File: src/rtl/pipe_ctrl_pkg.sv
// rtl/pipe_ctrl_pkg.sv - opcode/funct, ALU, selector encodings and the per-stage control bundle
package pipe_ctrl_pkg;

    localparam logic [5:0] OP_RTYPE = 6'h00;
    localparam logic [5:0] OP_J     = 6'h02;
    localparam logic [5:0] OP_JAL   = 6'h03;
    localparam logic [5:0] OP_BEQ   = 6'h04;
    localparam logic [5:0] OP_ADDIU = 6'h09;
    localparam logic [5:0] OP_SLTIU = 6'h0B;
    localparam logic [5:0] OP_ORI   = 6'h0D;
    localparam logic [5:0] OP_LUI   = 6'h0F;
    localparam logic [5:0] OP_LW    = 6'h23;
    localparam logic [5:0] OP_SW    = 6'h2B;

    localparam logic [5:0] FN_SLL  = 6'h00;
    localparam logic [5:0] FN_JR   = 6'h08;
    localparam logic [5:0] FN_JALR = 6'h09;
    localparam logic [5:0] FN_MFHI = 6'h10;
    localparam logic [5:0] FN_MFLO = 6'h12;
    localparam logic [5:0] FN_MULT = 6'h18;
    localparam logic [5:0] FN_DIV  = 6'h1A;
    localparam logic [5:0] FN_ADDU = 6'h21;
    localparam logic [5:0] FN_SUBU = 6'h23;

    localparam logic [2:0] ALU_OR   = 3'd1;
    localparam logic [2:0] ALU_ADD  = 3'd2;
    localparam logic [2:0] ALU_SUB  = 3'd3;
    localparam logic [2:0] ALU_SLL  = 3'd4;
    localparam logic [2:0] ALU_SLTU = 3'd6;
    localparam logic [2:0] ALU_LUI  = 3'd7;

    localparam logic [1:0] FWD_RF = 2'd0;
    localparam logic [1:0] FWD_M  = 2'd1;
    localparam logic [1:0] FWD_W  = 2'd2;

    typedef enum logic [1:0] {PC_PLUS4, PC_BRANCH, PC_REG, PC_JUMP} pc_sel_t;
    typedef enum logic [1:0] {M2R_ALU, M2R_PC8, M2R_MEM} mem_to_reg_t;

    typedef struct packed {
        logic        reg_write;
        logic        mem_write;
        mem_to_reg_t mem_to_reg;
        logic        alu_a_src;
        logic        alu_b_src;
        logic [2:0]  alu_ctrl;
        logic        md_start;
        logic        is_load;
    } ctrl_bundle_t;

endpackage

File: src/rtl/pipe_ctrl_decode.sv
// rtl/pipe_ctrl_decode.sv - combinational D-stage decode of one instruction into the control bundle
module pipe_ctrl_decode
    import pipe_ctrl_pkg::*;
#(
    parameter int REG_AW = 5
) (
    input  logic [31:0]       instr,
    input  logic              cmp_eq,
    output ctrl_bundle_t      ctrl,
    output logic [REG_AW-1:0] dst,
    output logic [REG_AW-1:0] rs,
    output logic [REG_AW-1:0] rt,
    output logic              reads_rs,
    output logic              reads_rt,
    output logic [1:0]        pc_sel,
    output logic              ext_op,
    output logic              is_br,
    output logic              is_md
);

    logic [5:0]        op;
    logic [5:0]        fn;
    logic [4:0]        dst5;
    logic [REG_AW-1:0] dst_t;
    logic              wr;

    assign op = instr[31:26];
    assign fn = instr[5:0];
    assign rs = REG_AW'(instr[25:21]);
    assign rt = REG_AW'(instr[20:16]);

    // shamt is consumed by the datapath, not by control
    wire unused_shamt = ^instr[10:6];

    always_comb begin
        ctrl     = '0;
        wr       = 1'b0;
        dst5     = 5'd0;
        reads_rs = 1'b0;
        reads_rt = 1'b0;
        pc_sel   = PC_PLUS4;
        ext_op   = 1'b0;
        is_br    = 1'b0;
        is_md    = 1'b0;
        case (op)
            OP_RTYPE: begin
                case (fn)
                    FN_ADDU, FN_SUBU: begin
                        wr = 1'b1; dst5 = instr[15:11];
                        reads_rs = 1'b1; reads_rt = 1'b1;
                        ctrl.alu_ctrl = (fn == FN_ADDU) ? ALU_ADD : ALU_SUB;
                    end
                    FN_SLL: begin
                        wr = 1'b1; dst5 = instr[15:11]; reads_rt = 1'b1;
                        ctrl.alu_ctrl = ALU_SLL; ctrl.alu_a_src = 1'b1;
                    end
                    FN_JR: begin
                        reads_rs = 1'b1; pc_sel = PC_REG; is_br = 1'b1;
                    end
                    FN_JALR: begin
                        reads_rs = 1'b1; pc_sel = PC_REG; is_br = 1'b1;
                        wr = 1'b1; dst5 = 5'd31; ctrl.mem_to_reg = M2R_PC8;
                    end
                    FN_MULT, FN_DIV: begin
                        reads_rs = 1'b1; reads_rt = 1'b1;
                        ctrl.md_start = 1'b1; is_md = 1'b1;
                    end
                    FN_MFHI, FN_MFLO: begin
                        wr = 1'b1; dst5 = instr[15:11]; is_md = 1'b1;
                    end
                    default: ;
                endcase
            end
            OP_ORI: begin
                wr = 1'b1; dst5 = instr[20:16]; reads_rs = 1'b1;
                ctrl.alu_ctrl = ALU_OR; ctrl.alu_b_src = 1'b1;
            end
            OP_LUI: begin
                wr = 1'b1; dst5 = instr[20:16];
                ctrl.alu_ctrl = ALU_LUI; ctrl.alu_b_src = 1'b1;
            end
            OP_SLTIU, OP_ADDIU: begin
                wr = 1'b1; dst5 = instr[20:16]; reads_rs = 1'b1; ext_op = 1'b1;
                ctrl.alu_ctrl = (op == OP_SLTIU) ? ALU_SLTU : ALU_ADD;
                ctrl.alu_b_src = 1'b1;
            end
            OP_LW: begin
                wr = 1'b1; dst5 = instr[20:16]; reads_rs = 1'b1; ext_op = 1'b1;
                ctrl.alu_ctrl = ALU_ADD; ctrl.alu_b_src = 1'b1;
                ctrl.mem_to_reg = M2R_MEM; ctrl.is_load = 1'b1;
            end
            OP_SW: begin
                reads_rs = 1'b1; reads_rt = 1'b1; ext_op = 1'b1;
                ctrl.alu_ctrl = ALU_ADD; ctrl.alu_b_src = 1'b1; ctrl.mem_write = 1'b1;
            end
            OP_BEQ: begin
                reads_rs = 1'b1; reads_rt = 1'b1; ext_op = 1'b1; is_br = 1'b1;
                pc_sel = cmp_eq ? PC_BRANCH : PC_PLUS4;
            end
            OP_J:   pc_sel = PC_JUMP;
            OP_JAL: begin
                pc_sel = PC_JUMP; wr = 1'b1; dst5 = 5'd31; ctrl.mem_to_reg = M2R_PC8;
            end
            default: ;
        endcase
        // a write to register 0 is dropped here so no later stage ever sees it
        dst_t          = REG_AW'(dst5);
        ctrl.reg_write = wr && (dst_t != '0);
        dst            = ctrl.reg_write ? dst_t : '0;
    end

endmodule

File: src/rtl/pipe_ctrl_unit.sv
// rtl/pipe_ctrl_unit.sv - 5-stage control: decode, E/M/W bundles, hazards, md counter; PIPE_CTRL_FWD_EN enables forwarding
module pipe_ctrl_unit
    import pipe_ctrl_pkg::*;
#(
    parameter int REG_AW     = 5,
    parameter int MD_LATENCY = 5,
    parameter int ALUC_W     = 3
) (
    input  logic              clk,
    input  logic              reset,
    input  logic [31:0]       instr_d,
    input  logic              cmp_eq_d,
    output logic              stall_d,
    output logic [1:0]        pc_sel_d,
    output logic              ext_op_d,
    output logic              alu_a_src_e,
    output logic              alu_b_src_e,
    output logic [ALUC_W-1:0] alu_ctrl_e,
    output logic              md_start_e,
    output logic [1:0]        fwd_a_e,
    output logic [1:0]        fwd_b_e,
    output logic              mem_write_m,
    output logic              reg_write_w,
    output logic [REG_AW-1:0] wr_addr_w,
    output logic [1:0]        mem_to_reg_w,
    output logic              md_busy
);

    ctrl_bundle_t      dec, ctrl_e;
    logic [REG_AW-1:0] dst_d, rs_d, rt_d, dst_e, dst_m;
    logic              reads_rs_d, reads_rt_d, is_br_d, is_md_d;
    logic [1:0]        pc_sel_raw;
    logic              reg_write_m, is_load_m;
    mem_to_reg_t       mem_to_reg_m, mem_to_reg_q;
    logic [4:0]        md_cnt;
    logic              src_hit_e, src_hit_m, haz_a, haz_b, haz_c;

    pipe_ctrl_decode #(.REG_AW(REG_AW)) u_decode (
        .instr    (instr_d),
        .cmp_eq   (cmp_eq_d),
        .ctrl     (dec),
        .dst      (dst_d),
        .rs       (rs_d),
        .rt       (rt_d),
        .reads_rs (reads_rs_d),
        .reads_rt (reads_rt_d),
        .pc_sel   (pc_sel_raw),
        .ext_op   (ext_op_d),
        .is_br    (is_br_d),
        .is_md    (is_md_d)
    );

    // reg_write already implies a non-zero destination, so $0 never hits
    assign src_hit_e = ctrl_e.reg_write &&
                       ((reads_rs_d && rs_d == dst_e) || (reads_rt_d && rt_d == dst_e));
    assign src_hit_m = reg_write_m &&
                       ((reads_rs_d && rs_d == dst_m) || (reads_rt_d && rt_d == dst_m));

    assign haz_a = ctrl_e.is_load && src_hit_e;
    assign haz_b = is_br_d && (src_hit_e || (is_load_m && src_hit_m));
    assign haz_c = is_md_d && (md_busy || ctrl_e.md_start);

`ifdef PIPE_CTRL_FWD_EN
    assign stall_d = haz_a || haz_b || haz_c;
`else
    assign stall_d = haz_a || haz_b || haz_c || src_hit_e || src_hit_m;
`endif

    assign pc_sel_d     = stall_d ? PC_PLUS4 : pc_sel_raw;
    assign alu_a_src_e  = ctrl_e.alu_a_src;
    assign alu_b_src_e  = ctrl_e.alu_b_src;
    assign alu_ctrl_e   = ALUC_W'(ctrl_e.alu_ctrl);
    assign md_start_e   = ctrl_e.md_start;
    assign mem_to_reg_w = mem_to_reg_q;
    assign md_busy      = (md_cnt != 5'd0);

    always_ff @(posedge clk or posedge reset) begin
        if (reset) begin
            ctrl_e       <= '0;
            dst_e        <= '0;
            reg_write_m  <= 1'b0;
            is_load_m    <= 1'b0;
            mem_write_m  <= 1'b0;
            mem_to_reg_m <= M2R_ALU;
            dst_m        <= '0;
            reg_write_w  <= 1'b0;
            mem_to_reg_q <= M2R_ALU;
            wr_addr_w    <= '0;
            md_cnt       <= 5'd0;
        end else begin
            if (stall_d) begin
                ctrl_e <= '0;
                dst_e  <= '0;
            end else begin
                ctrl_e <= dec;
                dst_e  <= dst_d;
            end
            reg_write_m  <= ctrl_e.reg_write;
            is_load_m    <= ctrl_e.is_load;
            mem_write_m  <= ctrl_e.mem_write;
            mem_to_reg_m <= ctrl_e.mem_to_reg;
            dst_m        <= dst_e;
            reg_write_w  <= reg_write_m;
            mem_to_reg_q <= mem_to_reg_m;
            wr_addr_w    <= dst_m;
            if (!stall_d && dec.md_start)
                md_cnt <= 5'(MD_LATENCY);
            else if (md_cnt != 5'd0)
                md_cnt <= md_cnt - 5'd1;
        end
    end

`ifdef PIPE_CTRL_FWD_EN
    logic [REG_AW-1:0] rs_e, rt_e;
    logic              reads_rs_e, reads_rt_e;

    always_ff @(posedge clk or posedge reset) begin
        if (reset) begin
            rs_e <= '0; rt_e <= '0; reads_rs_e <= 1'b0; reads_rt_e <= 1'b0;
        end else if (stall_d) begin
            rs_e <= '0; rt_e <= '0; reads_rs_e <= 1'b0; reads_rt_e <= 1'b0;
        end else begin
            rs_e <= rs_d; rt_e <= rt_d; reads_rs_e <= reads_rs_d; reads_rt_e <= reads_rt_d;
        end
    end

    // M is younger than W, so it wins when both hold the same register
    always_comb begin
        fwd_a_e = FWD_RF;
        fwd_b_e = FWD_RF;
        if (reads_rs_e && reg_write_m && dst_m == rs_e)          fwd_a_e = FWD_M;
        else if (reads_rs_e && reg_write_w && wr_addr_w == rs_e) fwd_a_e = FWD_W;
        if (reads_rt_e && reg_write_m && dst_m == rt_e)          fwd_b_e = FWD_M;
        else if (reads_rt_e && reg_write_w && wr_addr_w == rt_e) fwd_b_e = FWD_W;
    end
`else
    assign fwd_a_e = FWD_RF;
    assign fwd_b_e = FWD_RF;
`endif

endmodule

File: config.mk
export PLATFORM = sky130hd
export DESIGN_NAME = pipe_ctrl_unit
export DESIGN_NICKNAME = d
export VERILOG_FILES = /design/src/rtl/pipe_ctrl_pkg.sv /design/src/rtl/pipe_ctrl_decode.sv /design/src/rtl/pipe_ctrl_unit.sv
export SDC_FILE = /design/constraint.sdc
export NUM_CORES = 1
export LEC_CHECK = 0
export CAP_MARGIN = 20
export CORE_AREA = 2 2 69 71
export CTS_BUF_LIST = sky130_fd_sc_hd__clkbuf_8
export CTS_CLUSTER_SIZE = 25
export DETAILED_ROUTE_END_ITERATION = 12
export DIE_AREA = 0 0 71 73
export PLACE_DENSITY_LB_ADDON = 0.15
export SYNTH_ARGS = -nofsm -noshare
export SYNTH_HDL_FRONTEND = slang
export SYNTH_HIERARCHICAL = 1
export SYNTH_SLANG_ARGS = --single-unit
File: constraint.sdc
create_clock -name clk -period 3.5 [get_ports clk]
set_input_delay 0.525 -clock clk [delete_from_list [all_inputs] [get_ports clk]]
set_output_delay 0.525 -clock clk [all_outputs]
set_load 0.05 [all_outputs]
* Word level (Yosys, flattened, before mapping) *
Index checks and enable logic that the tools add are counted.

storage, ports and cells
  register bits = 39
  word-level logic and storage cells = 118
  output and inout bits = 24

operators by class
  reduce and logical (&&, ||, !) cells = 43
  equality and inequality tests = 21
  add/subtract/negate cells = 1
  muxes and demuxes = 35

operators by type and width
  kind                                                                    number
  6-bit by 4-bit equality test with 1-bit output (second input constant)  6
  6-bit OR reduction                                                      5
  6-bit by 5-bit equality test with 1-bit output (second input constant)  4
  6-bit equality test (second input constant)                             4
  5-bit equality test                                                     4
  5-bit two-way mux                                                       4
  5-bit OR reduction                                                      4
  1-bit two-way mux                                                       17
  3-bit case mux with 5 select lines                                      1
  5-bit case mux with 3 select lines                                      1
  2-bit OR reduction                                                      7
  6-bit by 2-bit equality test with 1-bit output (second input constant)  2
  1-bit logical AND                                                       12
  6-bit logical NOT                                                       2
  2-bit case mux with 3 select lines                                      2
  11-bit two-way mux                                                      1
  5-bit case mux with 2 select lines                                      1
  5-bit nonzero test                                                      2
  1-bit logical OR                                                        8
  1-bit case mux with 2 select lines                                      4
  6-bit by 3-bit equality test with 1-bit output (second input constant)  1
  3-bit case mux with 2 select lines                                      1
  5-bit by 1-bit subtractor with 5-bit output (second input constant)     1
  2-bit two-way mux                                                       2
  4 further kinds                                                         4

* Depth between registers and ports, before layout *
Gate-level depths: netlist of the first run.

  word-level depth = 17
  gate-level depth with buffers = 10
  mapped depth without buffers = 8

* By module *
Netlist of the first run, hierarchy kept.

by module, submodules not included
  module            sequential area each (sq um)  instances  area an instance (sq um)  cells an instance
  pipe_ctrl_unit    925.9                         1          1500.2                    117
  pipe_ctrl_decode  0.0                           1          605.6                     94

* Worst setup path after synthesis of the first run *
No wires, ideal clock.

  path type = input to output
  start = input instr_d[29]
  end = output stall_d
  stages on the path = 9
  setup slack = 0.316 ns
  arrival time = 2.659 ns
  cells stage by stage = buf_6 -> or4_4 -> or4_4 -> o22ai_1 -> nand3_1 -> o221ai_2 -> nor2_4 -> buf_6 -> inv_1

between the ends
  word-level cells in the longest chain between the ends = 13

RTL lines
  element                                                                                RTL line                source
  from (decl)                                                                            pipe_ctrl_unit.sv:11    input logic [31:0] instr_d,
  6-bit by 3-bit equality test with 1-bit output or 6-bit equality test (tied branches)  pipe_ctrl_decode.sv:45  case (op)
  2-bit OR reduction (no source line)                                                    -
  1-bit case mux with 2 select lines *                                                   pipe_ctrl_decode.sv:45
  via reads_rt_d                                                                         pipe_ctrl_unit.sv:31    logic reads_rs_d, reads_rt_d, is_br_d, is_md_d;
  1-bit logical AND                                                                      pipe_ctrl_unit.sv:57    ((reads_rs_d && rs_d == dst_m) || (reads_rt_d && rt_d == dst_m));
  1-bit logical OR                                                                       pipe_ctrl_unit.sv:57
  1-bit logical AND                                                                      pipe_ctrl_unit.sv:56    assign src_hit_m = reg_write_m &&
  1-bit logical AND                                                                      pipe_ctrl_unit.sv:60    assign haz_b = is_br_d && (src_hit_e || (is_load_m && src_hit_m));
  1-bit logical OR                                                                       pipe_ctrl_unit.sv:60
  1-bit logical AND                                                                      pipe_ctrl_unit.sv:60
  1-bit logical OR (3 in a row)                                                          pipe_ctrl_unit.sv:66    assign stall_d = haz_a || haz_b || haz_c || src_hit_e || src_hit_m;
  1-bit logical OR *                                                                     pipe_ctrl_unit.sv:66
  to (decl)                                                                              pipe_ctrl_unit.sv:13    output logic stall_d,

The timed path passes the listed nets; every way through them passes the cells marked *.

* Worst setup path after layout of the first run *
  start = input instr_d[30]
  end = output pc_sel_d[0]

between the ends
  word-level cells in the longest chain between the ends = 14

RTL lines
  element                                                                                RTL line                source
  6-bit by 3-bit equality test with 1-bit output or 6-bit equality test (tied branches)  pipe_ctrl_decode.sv:45
  2-bit OR reduction (no source line)                                                    -
  1-bit case mux with 2 select lines *                                                   pipe_ctrl_decode.sv:45
  via reads_rt_d                                                                         pipe_ctrl_unit.sv:31
  1-bit logical AND                                                                      pipe_ctrl_unit.sv:57
  1-bit logical OR                                                                       pipe_ctrl_unit.sv:57
  1-bit logical AND                                                                      pipe_ctrl_unit.sv:56
  1-bit logical AND                                                                      pipe_ctrl_unit.sv:60
  1-bit logical OR                                                                       pipe_ctrl_unit.sv:60
  1-bit logical AND                                                                      pipe_ctrl_unit.sv:60
  1-bit logical OR (3 in a row)                                                          pipe_ctrl_unit.sv:66
  1-bit logical OR *                                                                     pipe_ctrl_unit.sv:66
  2-bit two-way mux *                                                                    pipe_ctrl_unit.sv:69    assign pc_sel_d = stall_d ? PC_PLUS4 : pc_sel_raw;
  to (decl)                                                                              pipe_ctrl_unit.sv:14    output logic [1:0] pc_sel_d,

Marks and branches as above.

==> results of run 1 <==
cells in the final DEF, fill, tap and decap left out, types with 5 or more instances in the layout:
cell	count
clkdlybuf4s50_1	41
dfrtp_1	37
xnor2_1	21
buf_4	17
and2_1	15
nor2_1	13
nand2_1	13
inv_1	7
a21oi_1	6
a221o_2	6
nor3_1	5
clkbuf_8	5
worst max path at each step:
stage,slack [ps],depth (start not counted),endpoint
3_5_place_dp,-50,9,pc_sel_d[1]
5_1_grt,130,11,pc_sel_d[0]
2_1_floorplan,320,9,stall_d
4_1_cts,6,9,pc_sel_d[1]
6_report,270,9,pc_sel_d[0]
3_3_place_gp,-3,9,pc_sel_d[0]
through the flow:
stage	hold WS (ps)	utilization (%)
floorplan	331.2	-
global placement	333.6	56.77
detailed placement	334.7	56.77
CTS	352.2	59.59
global route	360.2	61.02
finish	349.7	61.02
power groups by stage:
stage,clock (mW),combinational [mW],sequential (mW)
final,0.368,0.270,0.490
after global routing,0.395,0.297,0.495
after CTS,0.381,0.270,0.490
after detailed placement,0,0.269,0.498
after global placement,0,0.263,0.498
after floorplan,0,0.185,0.503
area by class of cell:
cell class              count  share of cell area [%]
clock buffers               5                   2.486
clock inverters             3                   1.673
inverters                   7                  0.9494
multi-input cells         141                   35.90
flip-flops and latches     37                   33.45
well taps                  54                   2.441
repair buffers             66                   23.10
state kept, by name, indices dropped and copies added, names as in the netlist, 2 cells and up:
signal	cells
wr_addr_w	5
mem_to_reg_m	2
ctrl_e	4
dst_m	5
alu_ctrl_e	3
mem_to_reg_w	2
md_cnt	5
dst_e	5
metal layers:
metal	vias up	wire, um
met3	4	158
met5	-	0
met4	0	32
li1	805	-
met1	772	1988
met2	32	2128
worst max-delay path: stages:
cell	delay, ps
dlymetal6s2s_1	130
or4_4	540
or4_4	570
o22ai_4	190
nand3_2	90
o221ai_2	240
nor2_4	100
and2_4	170
buf_6	140
timing repair:
item	CTS	global route
hold buffers	0	0
buffers inserted	0	3
pin swaps	0	5
resized for setup	2	12
endpoints found under the setup margin	2	3
==> out/results.ini, run 1 <==
[critical_path]
reg2reg_slack_ps = 1150
crit_fanout = 8
critPathKind = in2out
worstRegToRegCells = 9
required_ps = 2970
crit_start = instr_d[30]
rr_startpoint = md_cnt[0]$_DFFE_PP0P_
crit_path_end_kind = output pin
startpoint_type = input port
critPathArrivalTime_ps = 2700
r2r-end = md_cnt[1]$_DFFE_PP0P_

[floorplanning]
start_util_pct = 46.10
die-area_um2 = 5183
ios = 59
die_w_um = 71
fp-row-count = 25
die_h_um = 73
core-area_um2 = 4536

[power]
vdd.ir_drop.worst_mv = 0.2499
clock_power_share_pct = 32.6
powerDensity_nw_per_um2 = 407.8
p_sw_share_pct = 28.81
switchingPower_mw = 0.3252
p_comb_share_pct = 23.9
p_leak_nw = 1.208
intPower_mw = 0.8035
power_mw = 1.129
seq_power_share_pct = 43.4

[place]
globalplace.congestion = 0.8223
dp.cells = 302
dp_hpwl_um = 3291
postPlaceCellArea_um2 = 2575
io_buffers = 49
post-place-ws_ps = -50.37

[timing]
hold_viol_final = 0
worst_slack_ps = 274.4
worst_pin_slew_ps = 504.1
setup_violations = 0
fmax_ghz = 0.3100
slew-limit-headroom_pct = 66.27
slew_viol_final = 0
rsz0062_at_grt = false
clock_skew_ps = 3.518
post-route-period-util_pct = 92.16
min_period_ps = 3226
setup_tns_ps = 0

[clocking]
h-tree-depth = 2
cts_tree = yes
clkLatencyLatePin_ps = 290
clock-sinks = 37
clk_pin_slew_worst_paths_ps = 80
clockRootBuffer = clkbuf_8
numCtsBuffers = 5
clock_path_buffers = 2

[global_routing]
top_usage_layer = met2
grt-ovfl-total = 0
use_met2_pct = 29.18
grt_use_met3_pct = 4.282
grt_pass1_vias = 1525
grt_pass1_wl_um = 7127
grt_max_degree = 38
antenna_found_initial = 0
grt_use_met1_pct = 22.54
grt_util_all_layers_pct = 17.51

[logic_synthesis]
synth_area_um2 = 2091
syn_inst = 209
syn_avg_cell_area_um2 = 10.00
yosys_warnings = 6

[route]
wl_per_cell_um = 13.76
via_per_inst = 5.153
drtIter0Drc = 79
first_pass_iters = 4
vias = 1613
drt.antenna.violating_nets = 0
drt-total-wl_um = 4308
drcViolationCount = 0

[hold_path]
whs_path_depth = 0
hold_class = reg2reg
hold_path_end = mem_to_reg_m[0]$_DFF_PP0_
min-delay-start = ctrl_e[7]$_DFF_PP0_

[layout]
multi_input_area_um2 = 993.5
area_growth_pct = 32.38
fin_nets = 294
seq_area_um2 = 925.9
n_antenna_cell = 0
layout-drive-gt1-share_pct = 18.92
finalInstanceArea_um2 = 2768
stdcell_count = 313
nFillCells = 389

[run]
maxCapViolCount = 0

[status]
status = complete, no violations

No activity file was read; power rests on OpenSTA's default activity.
==> inputs of run 2 (changes only) <==
--- a/config.mk
+++ b/config.mk
@@ -6,11 +6,11 @@
 export NUM_CORES = 1
 export LEC_CHECK = 0
 export CAP_MARGIN = 20
-export CORE_AREA = 2 2 69 71
+export CORE_AREA = 2 2 72 74
 export CTS_BUF_LIST = sky130_fd_sc_hd__clkbuf_8
 export CTS_CLUSTER_SIZE = 25
 export DETAILED_ROUTE_END_ITERATION = 12
-export DIE_AREA = 0 0 71 73
+export DIE_AREA = 0 0 74 76
 export PLACE_DENSITY_LB_ADDON = 0.15
 export SYNTH_ARGS = -nofsm -noshare
 export SYNTH_HDL_FRONTEND = slang
==> run 2 against run 1 <==
Net effect:
- sequential power about the same
- sequential share of layout area increased by 0.15 points
- largest power group unchanged
- critical endpoint unchanged
- clock-buffer cell count unchanged
- routed wire length increased by 0.42%
- cell count increased by 4.8%
- highest routed layer unchanged
- design area decreased by 0.45%
- clock power decreased by 24%
==> out/results.ini, run 2 (synthesized netlist as in run 1, its figures left out) <==
[status]
status = complete, no violations

[timing]
min_period_ps = 3406
slew-limit-headroom_pct = 62.64
setup_violations = 0
slew_viol_final = 0
worst_slack_ps = 94.30
setup_tns_ps = 0
post-route-period-util_pct = 97.31
rsz0062_at_grt = false
worst_pin_slew_ps = 559.8
hold_viol_final = 0
fmax_ghz = 0.2936
clock_skew_ps = 4.657

[floorplanning]
fp-row-count = 26
die-area_um2 = 5624
core-area_um2 = 4912
die_h_um = 76
ios = 59
die_w_um = 74
start_util_pct = 42.56

[global_routing]
grt_util_all_layers_pct = 15.76
antenna_found_initial = 0
grt_pass1_vias = 1461
grt_max_degree = 16
grt_pass1_wl_um = 6817
grt-ovfl-total = 0

[route]
drt.antenna.violating_nets = 0
via_per_inst = 4.872
drt-total-wl_um = 4326
wl_per_cell_um = 13.19
vias = 1598
first_pass_iters = 4
drcViolationCount = 0
drtIter0Drc = 53

[clocking]
clock-sinks = 37
holdBufCountCts = 0
numCtsBuffers = 5
clock_path_buffers = 2
h-tree-depth = 2
cts_tree = yes
clk_pin_slew_worst_paths_ps = 70
clockRootBuffer = clkbuf_8
clkLatencyLatePin_ps = 280

[place]
dp_hpwl_um = 3321
post-place-ws_ps = -93.65
postPlaceCellArea_um2 = 2603
globalplace.congestion = 0.8260
io_buffers = 49

[layout]
layout-drive-gt1-share_pct = 17.83
final_core_util_pct = 56.09
area_growth_pct = 31.78
nFillCells = 450
finalInstanceArea_um2 = 2755
final_cell_mix = clkdlybuf4s50_1, dfrtp_1, xnor2_1
fin_nets = 293
layout_commonest_cell = clkdlybuf4s50_1
n_antenna_cell = 0

[critical_path]
crit_top_cell = or4_4
slowest_stage = or4_4
crit_start = instr_d[28]
crit_fanout = 7
worstRegToRegCells = 8
max_stage_delay_ps = 520
reg2reg_slack_ps = 1180
rr_startpoint = md_cnt[0]$_DFFE_PP0P_
critPathKind = in2out
startpoint_type = input port
r2r-end = md_cnt[1]$_DFFE_PP0P_
critPathArrivalTime_ps = 2880
crit_path_end_kind = output pin
worstPathCellList = clkdlybuf4s50_1 -> or4_4 -> or4_4 -> o22ai_4 -> nand3_2 -> o221ai_4 -> nor2_4 -> and2_4 -> buf_8
required_ps = 2970

[hold_path]
hold_path_end = mem_to_reg_m[1]$_DFF_PP0_
min-delay-start = ctrl_e[8]$_DFF_PP0_
hold_class = reg2reg
whs_path_depth = 0

[power]
vdd.ir_drop.worst_mv = 0.1837
powerDensity_nw_per_um2 = 377.7
p_leak_nw = 1.168

[run]
maxCapViolCount = 0

## run 2: area by class of cell
cell class                      instances  area (um^2)  area share, %
Clock buffer                            5        68.82          2.498
Clock inverter                          3        13.76         0.4995
Inverter                                7        26.28         0.9537
Multi-Input combinational cell        141         1006          36.51
Sequential cell                        37        925.9          33.61
Tap cell                               70        87.58          3.179
Timing Repair Buffer                   65        626.9          22.75
## run 2: per-stage QoR
stage / std cells / power [mW] / hold WS, ps
after CTS: 328 / 1.052 / 345.4
after global routing: 328 / 1.102 / 349.0
final: 328 / 1.041 / 347.4
after detailed placement: 319 / 0.7681 / 334.7
after global placement: 319 / 0.7612 / 333.6
after floorplan: 212 / 0.6888 / 331.2
## run 2: worst max-delay path by stage
stage | cells after the start | slack [ps] | to
global placement | 9 | -30 | pc_sel_d[1]
global route | 9 | 30 | pc_sel_d[0]
CTS | 9 | 4 | pc_sel_d[0]
detailed placement | 9 | -90 | pc_sel_d[1]
floorplan | 9 | 320 | stall_d
finish | 9 | 90 | pc_sel_d[0]
## run 2: what timing repair did
action                                  CTS  global route
setup buffers                             1             0
cloned                                    0             0
pin swaps                                 8             2
endpoints found under the setup margin    2             3
resized for setup                        12             1
## run 2: power breakdown
part | internal, mW | switching, mW | leakage [nW]
Sequential | 0.464 | 0.0264 | 0.502
Clock | 0.135 | 0.145 | 0.0491
Combinational | 0.127 | 0.143 | 0.617
Total | 0.726 | 0.314 | 1.17
## run 2: critical path: cells and delay by family
family                 cells  cell delay, ps
AO/OA/AOI/OAI              2             410
AND/OR/NAND/NOR            5            1390
buffers and inverters      2             560
## run 2: metal layers
metal	wire length, um	global-route usage, %	vias to the layer above
li1	-	-	799
met1	1983	20.46	754
met2	2127	25.89	40
met3	170	3.042	5
met4	45	5.455	0
met5	0	0	-
==> RTL edit, RTL diff (config.mk and constraints of run 2) <==
`wr_addr_w` no longer has a reset.
--- a/src/rtl/pipe_ctrl_unit.sv
+++ b/src/rtl/pipe_ctrl_unit.sv
@@ -85,7 +85,6 @@
             dst_m        <= '0;
             reg_write_w  <= 1'b0;
             mem_to_reg_q <= M2R_ALU;
-            wr_addr_w    <= '0;
             md_cnt       <= 5'd0;
         end else begin
             if (stall_d) begin
@@ -102,12 +101,15 @@
             dst_m        <= dst_e;
             reg_write_w  <= reg_write_m;
             mem_to_reg_q <= mem_to_reg_m;
-            wr_addr_w    <= dst_m;
             if (!stall_d && dec.md_start)
                 md_cnt <= 5'(MD_LATENCY);
             else if (md_cnt != 5'd0)
                 md_cnt <= md_cnt - 5'd1;
         end
+    end
+
+    always_ff @(posedge clk) begin
+        wr_addr_w <= dst_m;
     end
 
 `ifdef PIPE_CTRL_FWD_EN
Formal check against the unedited RTL: differs if reset is asserted again (counterexample within 4 cycles, from zero or initial values and one cycle with reset high); with reset held inactive, the same outputs for 10 cycles.
==> RTL edit against run 2 <==
Count of clock-buffer cells in the layout stayed put; sequential cell count stayed put; power is 0.38% lower; via count is 0.75% higher; hold slack better by 0.00091 ns; register-to-register slack worse by 0.08 ns; cell area is 0.59% lower; routed wire length is 2.7% lower; setup slack worse by 0.017 ns; area after synthesis is 1.2% lower.
==> RTL edit: results <==
[cells_and_area]
layout-drive-gt1-share = 0.186
layoutNonFillerInstCount = 328
finalNetCount = 293
n_fill_cell = 451
n_antenna_cell = 0

[cts]
clock_path_buffers = 2
clk_latency_ns = 0.28
numCtsBuffers = 5
htree_num_levels = 2
path_clk_slew_ns = 0.07
cts-root-buf = clkbuf_8

[synthesis]
yosysWarningCount = 6
syn_area_per_cell_um2 = 9.88

[sta]
period_minus_slack_ns = 3.42
fin_skew_ns = 0.00293
relSlewSlack = 0.668
slew_viol_final = 0
holdWs_ns = 0.348

[setup_path]
critical-path-max-stage-delay_ns = 0.54
cp.arrival_ns = 2.90
slowest_stage = or4_4
cp_top_family = simple AND/OR/NAND/NOR gates
cp_max_fo = 8
r2r_slack_ns = 1.10

[global_routing]
antenna_found_initial = 0
grt_pass1_vias = 1559
grt_max_degree = 33
grt_pass1_wl_mm = 6.89
grtUsageTotal = 0.158

[routing]
viasPerCell = 4.91
wire_per_inst_um = 12.8
detailedRoute.firstPassIterationCount = 4
detail_route.iter0.violations = 40

[power_and_ir_drop]
leakage_nw = 1.14
vdd.ir_drop.worst_mv = 0.261

[placement]
dp_slack_ns = -0.0671
numPortBuffers = 49
dpl.cell_count = 319
place_congestion = 0.818
dp_hpwl_mm = 3.22

[outcome]
outcome = complete, no violations

[worst_hold_path]
min_path_type = reg2reg
==> RTL edit: through the flow <==
| stage | cell area [µm²] | TNS (ns) | total power, mW | utilization |
|---|---|---|---|---|
| after detailed placement | 2580 | -0.118 | 0.765 | 0.525 |
| after CTS | 2720 | 0 | 1.05 | 0.553 |
| final | 2740 | 0 | 1.04 | 0.558 |
| after floorplan | 2080 | 0 | 0.687 | - |
| after global routing | 2740 | 0 | 1.09 | 0.558 |
| after global placement | 2580 | -0.0763 | 0.760 | 0.525 |
==> RTL edit: area by class of cell <==
type	count	area, µm²	share of cell area
Multi-Input combinational cell	141	1020	0.371
Sequential cell	37	901	0.329
Timing Repair Buffer	65	624	0.228
Tap cell	70	87.6	0.0320
Clock buffer	5	68.8	0.0251
Inverter	7	26.3	0.00959
Clock inverter	3	13.8	0.00503
==> RTL edit: final timing paths <==
path                                             endpoint             startpoint  cells past startpoint
worst max-delay path                          pc_sel_d[0]            instr_d[31]                      9
worst min-delay path                mem_write_m$_DFF_PP0_    ctrl_e[9]$_DFF_PP0_                      0
worst max register to register      md_cnt[1]$_DFFE_PP0P_  md_cnt[0]$_DFFE_PP0P_                      9
worst min register to register      mem_write_m$_DFF_PP0_    ctrl_e[9]$_DFF_PP0_                      0
max in group asynchronous         alu_ctrl_e[2]$_DFF_PP0_                  reset                      3
min in group asynchronous       mem_to_reg_w[1]$_DFF_PP0_                  reset                      3
==> RTL edit: where the power goes <==
| part | switching (mW) | total (mW) | internal [mW] |
|---|---|---|---|
| combinational | 0.143 | 0.271 | 0.128 |
| sequential | 0.0265 | 0.490 | 0.463 |
| clock | 0.142 | 0.276 | 0.135 |
| total | 0.311 | 1.04 | 0.726 |
==> RTL edit: timing repair <==
action	CTS	global route
setup endpoints to repair	2	2
buffers inserted	1	0
pin swaps	6	3
gates resized for setup	10	3
==> RTL edit: routing by layer <==
| layer | vias up | routed length (µm) | global-route usage |
|---|---|---|---|
| li1 | 802 | - | - |
| met1 | 750 | 1850 | 0.207 |
| met2 | 53 | 2050 | 0.252 |
| met3 | 5 | 237 | 0.0304 |
| met4 | 0 | 70 | 0.0691 |
| met5 | - | 0 | 0 |
==> RTL edit: worst register-to-register path: cells and delay by family (launching register included) <==
family / cells / cell delay (ns)
DFF: 1 / 0.38
AOI/OAI and AO/OA: 3 / 0.48
adders and majority gates: 1 / 0.18
and+or+nand+nor: 2 / 0.80
buffers and inverters: 3 / 0.43
